<file path="config.mk">
export PLATFORM = sky130hd
export DESIGN_NAME = uart_rx_fifo
export DESIGN_NICKNAME = d
export VERILOG_FILES = /design/src/rtl/uart_rx_fifo.sv
export SDC_FILE = /design/constraint.sdc
export NUM_CORES = 1
export LEC_CHECK = 0
export CAP_MARGIN = 30
export CORE_ASPECT_RATIO = 1.1
export CORE_MARGIN = 2
export CORE_UTILIZATION = 40
export CTS_BUF_LIST = sky130_fd_sc_hd__clkbuf_4 sky130_fd_sc_hd__clkbuf_8
export DETAILED_ROUTE_END_ITERATION = 10
export GPL_TIMING_DRIVEN = 0
export HOLD_SLACK_MARGIN = 0.06
export PLACE_DENSITY = 0.55
export SLEW_MARGIN = 20
export SYNTH_ARGS = -nofsm -noshare
export SYNTH_HDL_FRONTEND = slang
export SYNTH_SLANG_ARGS = --single-unit
</file>
<file path="constraint.sdc">
create_clock -name clk -period 3 [get_ports clk]
set_input_delay 0.6 -clock clk [delete_from_list [all_inputs] [get_ports clk]]
set_output_delay 0.6 -clock clk [all_outputs]
set_load 0.05 [all_outputs]
</file>
<file path="src/rtl/uart_rx_fifo.sv">
// Oversampling UART receiver (8 data bits LSB-first, optional parity, 1 stop)
// feeding a show-ahead FIFO of {parity_err, frame_err, data[7:0]} entries.
//
// state   | meaning
// --------+------------------------------------------------------------
// S_IDLE  | line idle, waiting for a 1->0 edge on the synchronized rx
// S_START | timing the start bit; a high vote means a glitch, abort
// S_DATA  | shifting in 8 data bits LSB-first
// S_PARITY| checking the parity bit against the received data
// S_STOP  | voting the stop bit, pushing the entry at mid-bit

module uart_rx_fifo #(
  parameter int CLK_DIV_WIDTH = 8,
  parameter int DEPTH_LOG2    = 4
) (
  input  logic                     clk,
  input  logic                     resetb,
  input  logic [CLK_DIV_WIDTH-1:0] clk_div,
  input  logic [1:0]               parity_mode,
  input  logic                     rx,
  input  logic                     rd,
  output logic [9:0]               dout,
  output logic                     empty,
  output logic                     full,
  output logic [DEPTH_LOG2:0]      count,
  output logic                     overflow,
  input  logic                     clr_overflow,
  output logic                     busy
);

  localparam int DEPTH = 1 << DEPTH_LOG2;
  localparam logic [DEPTH_LOG2:0] DEPTH_CNT = (DEPTH_LOG2 + 1)'(DEPTH);

  typedef logic [CLK_DIV_WIDTH-1:0] cnt_t;

  typedef enum logic [2:0] {
    S_IDLE,
    S_START,
    S_DATA,
    S_PARITY,
    S_STOP
  } state_t;

  logic rx_meta_q;
  logic rxs_q;
  logic rxs_prev_q;

  always_ff @(posedge clk or negedge resetb) begin
    if (!resetb) begin
      rx_meta_q  <= 1'b1;
      rxs_q      <= 1'b1;
      rxs_prev_q <= 1'b1;
    end else begin
      rx_meta_q  <= rx;
      rxs_q      <= rx_meta_q;
      rxs_prev_q <= rxs_q;
    end
  end

  state_t     state_q, state_d;
  cnt_t       cnt_q, cnt_d;
  cnt_t       div_q, div_d;
  logic [1:0] par_q, par_d;
  logic [2:0] bit_idx_q, bit_idx_d;
  logic [7:0] shreg_q, shreg_d;
  logic       s0_q, s0_d;
  logic       s1_q, s1_d;
  logic       bit_q, bit_d;
  logic       perr_q, perr_d;
  logic       push_q, push_d;
  logic [9:0] entry_q, entry_d;

  cnt_t mid;
  cnt_t mid_m1;
  cnt_t mid_p1;
  cnt_t last;
  logic vote;
  logic cur_vote;
  logic start_det;
  logic par_en;
  logic arm;

  assign mid       = div_q >> 1;
  assign mid_m1    = mid - cnt_t'(1);
  assign mid_p1    = mid + cnt_t'(1);
  assign last      = div_q - cnt_t'(1);
  assign vote      = (s0_q & s1_q) | (s0_q & rxs_q) | (s1_q & rxs_q);
  // With clk_div=4 the third sample lands on the last count of the bit, so
  // the vote may not be registered yet when the start bit ends.
  assign cur_vote  = (cnt_q == mid_p1) ? vote : bit_q;
  assign start_det = rxs_prev_q & ~rxs_q;
  assign par_en    = (par_q == 2'b01) || (par_q == 2'b10);

  always_ff @(posedge clk or negedge resetb) begin
    if (!resetb) begin
      state_q   <= S_IDLE;
      cnt_q     <= '0;
      div_q     <= '0;
      par_q     <= '0;
      bit_idx_q <= '0;
      shreg_q   <= '0;
      s0_q      <= 1'b1;
      s1_q      <= 1'b1;
      bit_q     <= 1'b1;
      perr_q    <= 1'b0;
      push_q    <= 1'b0;
      entry_q   <= '0;
    end else begin
      state_q   <= state_d;
      cnt_q     <= cnt_d;
      div_q     <= div_d;
      par_q     <= par_d;
      bit_idx_q <= bit_idx_d;
      shreg_q   <= shreg_d;
      s0_q      <= s0_d;
      s1_q      <= s1_d;
      bit_q     <= bit_d;
      perr_q    <= perr_d;
      push_q    <= push_d;
      entry_q   <= entry_d;
    end
  end

  always_comb begin
    state_d   = state_q;
    cnt_d     = cnt_q;
    div_d     = div_q;
    par_d     = par_q;
    bit_idx_d = bit_idx_q;
    shreg_d   = shreg_q;
    s0_d      = s0_q;
    s1_d      = s1_q;
    bit_d     = bit_q;
    perr_d    = perr_q;
    push_d    = 1'b0;
    entry_d   = entry_q;
    arm       = 1'b0;

    if (state_q != S_IDLE) begin
      cnt_d = (cnt_q == last) ? '0 : cnt_q + cnt_t'(1);
      if (cnt_q == mid_m1) s0_d = rxs_q;
      if (cnt_q == mid)    s1_d = rxs_q;
      if (cnt_q == mid_p1) bit_d = vote;
    end

    case (state_q)
      S_IDLE: begin
        arm = start_det;
      end
      S_START: begin
        if (cnt_q == last) begin
          if (cur_vote) begin
            state_d = S_IDLE;
          end else begin
            state_d   = S_DATA;
            bit_idx_d = '0;
          end
        end
      end
      S_DATA: begin
        if (cnt_q == mid_p1) shreg_d = {vote, shreg_q[7:1]};
        if (cnt_q == last) begin
          if (bit_idx_q == 3'd7) state_d = par_en ? S_PARITY : S_STOP;
          bit_idx_d = bit_idx_q + 3'd1;
        end
      end
      S_PARITY: begin
        // par_q[1] is set only for odd mode, flipping the expected XOR
        if (cnt_q == mid_p1) perr_d = ^{shreg_q, vote, par_q[1]};
        if (cnt_q == last)   state_d = S_STOP;
      end
      S_STOP: begin
        if (cnt_q == mid_p1) begin
          entry_d = {perr_q, ~vote, shreg_q};
          push_d  = 1'b1;
          state_d = S_IDLE;
          arm     = start_det;
        end
      end
      default: begin
        state_d = S_IDLE;
      end
    endcase

    // A start edge coinciding with the stop vote (clk_div=4) re-arms directly.
    if (arm) begin
      state_d = S_START;
      cnt_d   = '0;
      div_d   = clk_div;
      par_d   = parity_mode;
      perr_d  = 1'b0;
    end
  end

  logic [9:0]            mem [DEPTH];
  logic [DEPTH_LOG2-1:0] wr_ptr_q, wr_ptr_d;
  logic [DEPTH_LOG2-1:0] rd_ptr_q, rd_ptr_d;
  logic [DEPTH_LOG2:0]   count_q, count_d;
  logic                  ovf_q, ovf_d;
  logic                  do_pop;
  logic                  do_push;
  logic                  room;

  assign do_pop  = rd && (count_q != '0);
  assign room    = (count_q != DEPTH_CNT) || do_pop;
  assign do_push = push_q && room;

  always_comb begin
    wr_ptr_d = wr_ptr_q;
    rd_ptr_d = rd_ptr_q;
    count_d  = count_q;
    ovf_d    = ovf_q;
    if (do_push) wr_ptr_d = wr_ptr_q + 1'b1;
    if (do_pop)  rd_ptr_d = rd_ptr_q + 1'b1;
    case ({do_push, do_pop})
      2'b10:   count_d = count_q + 1'b1;
      2'b01:   count_d = count_q - 1'b1;
      default: count_d = count_q;
    endcase
    if (clr_overflow)      ovf_d = 1'b0;
    if (push_q && !room)   ovf_d = 1'b1;
  end

  always_ff @(posedge clk or negedge resetb) begin
    if (!resetb) begin
      wr_ptr_q <= '0;
      rd_ptr_q <= '0;
      count_q  <= '0;
      ovf_q    <= 1'b0;
    end else begin
      wr_ptr_q <= wr_ptr_d;
      rd_ptr_q <= rd_ptr_d;
      count_q  <= count_d;
      ovf_q    <= ovf_d;
    end
  end

  always_ff @(posedge clk) begin
    if (do_push) mem[wr_ptr_q] <= entry_q;
  end

  assign empty    = (count_q == '0);
  assign full     = (count_q == DEPTH_CNT);
  assign count    = count_q;
  assign overflow = ovf_q;
  assign busy     = (state_q != S_IDLE);
  assign dout     = empty ? '0 : mem[rd_ptr_q];

endmodule

</file>
==> impl_metrics.ini <==
[worst_setup_path]
critPathTopFamily = multiplexers
required_ns = 2.40
cpMaxStageDelayCell = mux4_2
arrival_ns = 2.60
critPathBufInv = 3
crit_path_end_kind = primary output
critPathKind = flop to primary output
start_kind = flop
cpPeakStageDelay_ns = 0.54
critPathMaxFanout = 6
path_cells = buf_4 -> buf_12 -> mux4_2 -> mux4_2 -> and2_1 -> buf_6
cpMostUsedCell = mux4_2

[place]
dp_cells = 994
globalplace.congestion = 0.802
dp_hpwl_um = 14000
io_buffers = 33

[clock_network]
cts_tree = done
cts_max_path_buffers = 3
cts.clk_slew.worst_paths_ns = 0.06
root_buffer = clkbuf_8
insertion_delay_ns = 0.54
clock-sinks = 224
htreeDepth = 2
cts_made_buffers = 39

[power_and_ir_drop]
power_density_mw_per_mm2 = 937
ir_worst_vdd_v = 0.000580
p_total_mw = 11.3
power.leakage_nw = 4.54

[synth]
synth_top_family_by_area = multiplexers
synth_edf_count = 160
synth_most_common_cell = edfxtp_1
synth_top_area_cell = edfxtp_1
yosys.area.top_type_share = 0.472
ys_seq_area_frac = 0.630
synth_fa_ha_area_frac = 0.0202
synthTopCellsByCount = edfxtp_1 (160), dfrtp_1 (58), mux4_2 (50)
syn_area_mm2 = 0.0102
synth_nets = 675
ys_seq_elements = 224
ys_warn_count = 0
avgSynthCellArea_um2 = 15.8
synth_xor_area_frac = 0.0385
async_reset_ff_frac = 0.286
synth_area_leaders = edfxtp_1 (47%), dfrtp_1 (14%), mux4_2 (11%)
syn_inst = 645
ys.flop_type = edfxtp_1
synth_cell_types = 71
synthSimpleGateAreaFrac = 0.0904
muxShareOfSynthArea = 0.147
synth_compound_area_frac = 0.0478

[global_route]
antenna_found_initial = 0
first_global_vias = 6026
grt_max_degree = 55
grt_use_total = 0.160
grt_overflow = 0
grt_pass1_wl_um = 33000

[die]
dieArea_mm2 = 0.0267
coreArea_mm2 = 0.0251
die_width_um = 156
die_h_um = 171
ios = 34
std_cell_rows = 61
start_util = 0.405

[route]
ant_nets = 0
dr.pass1.iters = 5
wl_per_cell_um = 19.5
viasPerCell = 5.26
num_vias = 5686
postRouteWirelength_um = 21100
drcViolationCount = 0
first_iter_violations = 325

[sta]
max_slew.worst_pin.slew_ns = 0.745
hold_violations = 0
slew_headroom = 0.503
setup_ws_ns = -0.202
slew_viol_final = 0
post-route-min-period_ns = 3.20
period_share = 1.07
fmax_mhz = 312
clock_skew_ns = 0.0203
rsz0062_at_grt = true
setup_viol = 10

[cells_and_area]
layout-area-overhead-vs-synth_pct = 18.8
drive_above_1_share = 0.304
fin_cells = 1081
n_antenna_cell = 0
nets = 769
fill_cells = 2132

[hold_path]
hold_path.class = flop to flop

[status]
status = finished, violations left
failed_checks = setup timing

[run]
max-cap-violations = 0
==> area by class of cell <==
cell class                      instances  area, um^2  area share
Timing Repair Buffer                   55         608      0.0503
Clock buffer                           50         626      0.0517
Buffer                                 36         319      0.0264
Sequential cell                       224        6420       0.531
Clock inverter                         18         118     0.00973
Inverter                               15        56.3     0.00466
Multi-Input combinational cell        368        3550       0.294
Tap cell                              315         394      0.0326
==> path summary, 6_finish.rpt <==
check / startpoint / endpoint / slack, ns / cells after the start
setup / recovery: rd_ptr_q[0] / dout[9] / -0.20 / 6
max in group asynchronous: resetb / rx_meta_q / 1.96 / 3
hold reg to reg: rx_meta_q / rxs_q / 0.35 / 0
setup reg to reg: count[1] / count[4] / 0.14 / 12
hold / removal: rx_meta_q / rxs_q / 0.35 / 0
min in group asynchronous: resetb / count[2] / 0.46 / 2
==> state kept, by name, summed over array words and instances (netlist names), 2 cells and up <==
signal,cells
entry_q,10
mem,160
wr_ptr_q,4
par_q,2
state_q,3
div_q,8
shreg_q,8
rd_ptr_q,4
bit_idx_q,3
cnt_q,8
count,5
==> cells by family (layout without fill, tap and decap cells) <==
kind of cell / Yosys count / count (layout)
flip-flops: 224 / 224
AND/OR/NAND/NOR: 161 / 161
multiplexers: 80 / 80
AO/OA/AOI/OAI: 68 / 68
buffers and inverters: 53 / 174
XOR/XNOR: 43 / 43
adder cells (fa/ha/maj): 16 / 16
==> per-stage QoR <==
stage                      util  instance area (um^2)  worst slack, ns  hold slack, ns  TNS (ns)
after floorplan               -                 10200           0.0579           0.304         0
after global placement    0.435                 10900            -1.14           0.347    -60.23
after detailed placement  0.436                 10900           -0.621           0.347     -6.26
after CTS                 0.469                 11800           -0.278           0.355     -2.55
after global routing      0.482                 12100           -0.290           0.358     -2.62
final                     0.482                 12100           -0.202           0.354     -1.87
==> metal layers <==
metal | vias to the layer above | global-route usage | wire, um
met2 | 119 | 0.283 | 11000
met3 | 33 | 0.0292 | 879
met5 | - | 0 | 0
met1 | 2871 | 0.202 | 8900
li1 | 2663 | - | -
met4 | 0 | 0.0495 | 381
==> layout by cell type (no fill, tap or decap), types with 4 or more instances in the layout <==
cell	count
clkbuf_4	12
mux4_2	50
nor2b_1	6
and2_4	8
nor4_1	4
buf_4	18
nand3_1	16
buf_6	18
nand2b_1	9
mux2_4	8
xnor2_1	26
nor2_1	21
clkinv_1	11
dfstp_2	6
a21o_1	5
clkdlybuf4s50_1	19
mux2_2	14
nand2_1	33
a21oi_1	12
nor3_1	7
and3_1	4
dfrtp_1	55
clkbuf_16	4
inv_1	15
buf_2	8
clkbuf_8	44
ha_1	14
nand4_1	5
nor3b_1	4
and2_1	19
edfxtp_1	160
buf_12	4
xor2_1	15
clkbuf_1	6
mux2_1	6
o21ai_0	21
==> where the power goes <==
part / total, mW / switching, mW / internal (mW)
clock: 2.67 / 1.21 / 1.46
sequential: 3.81 / 0.250 / 3.56
combinational: 4.86 / 2.59 / 2.26
total: 11.3 / 4.06 / 7.28
==> repair_timing <==
action,4_1_cts,5_1_grt
gates resized for setup,88,45
pin swaps,1,2
cloned,0,4
setup buffers,5,11
setup endpoints to repair,14,20
hold buffers,1,0
hold endpoints to repair,10,0
Note: power is estimated with default switching activity, not from simulation.
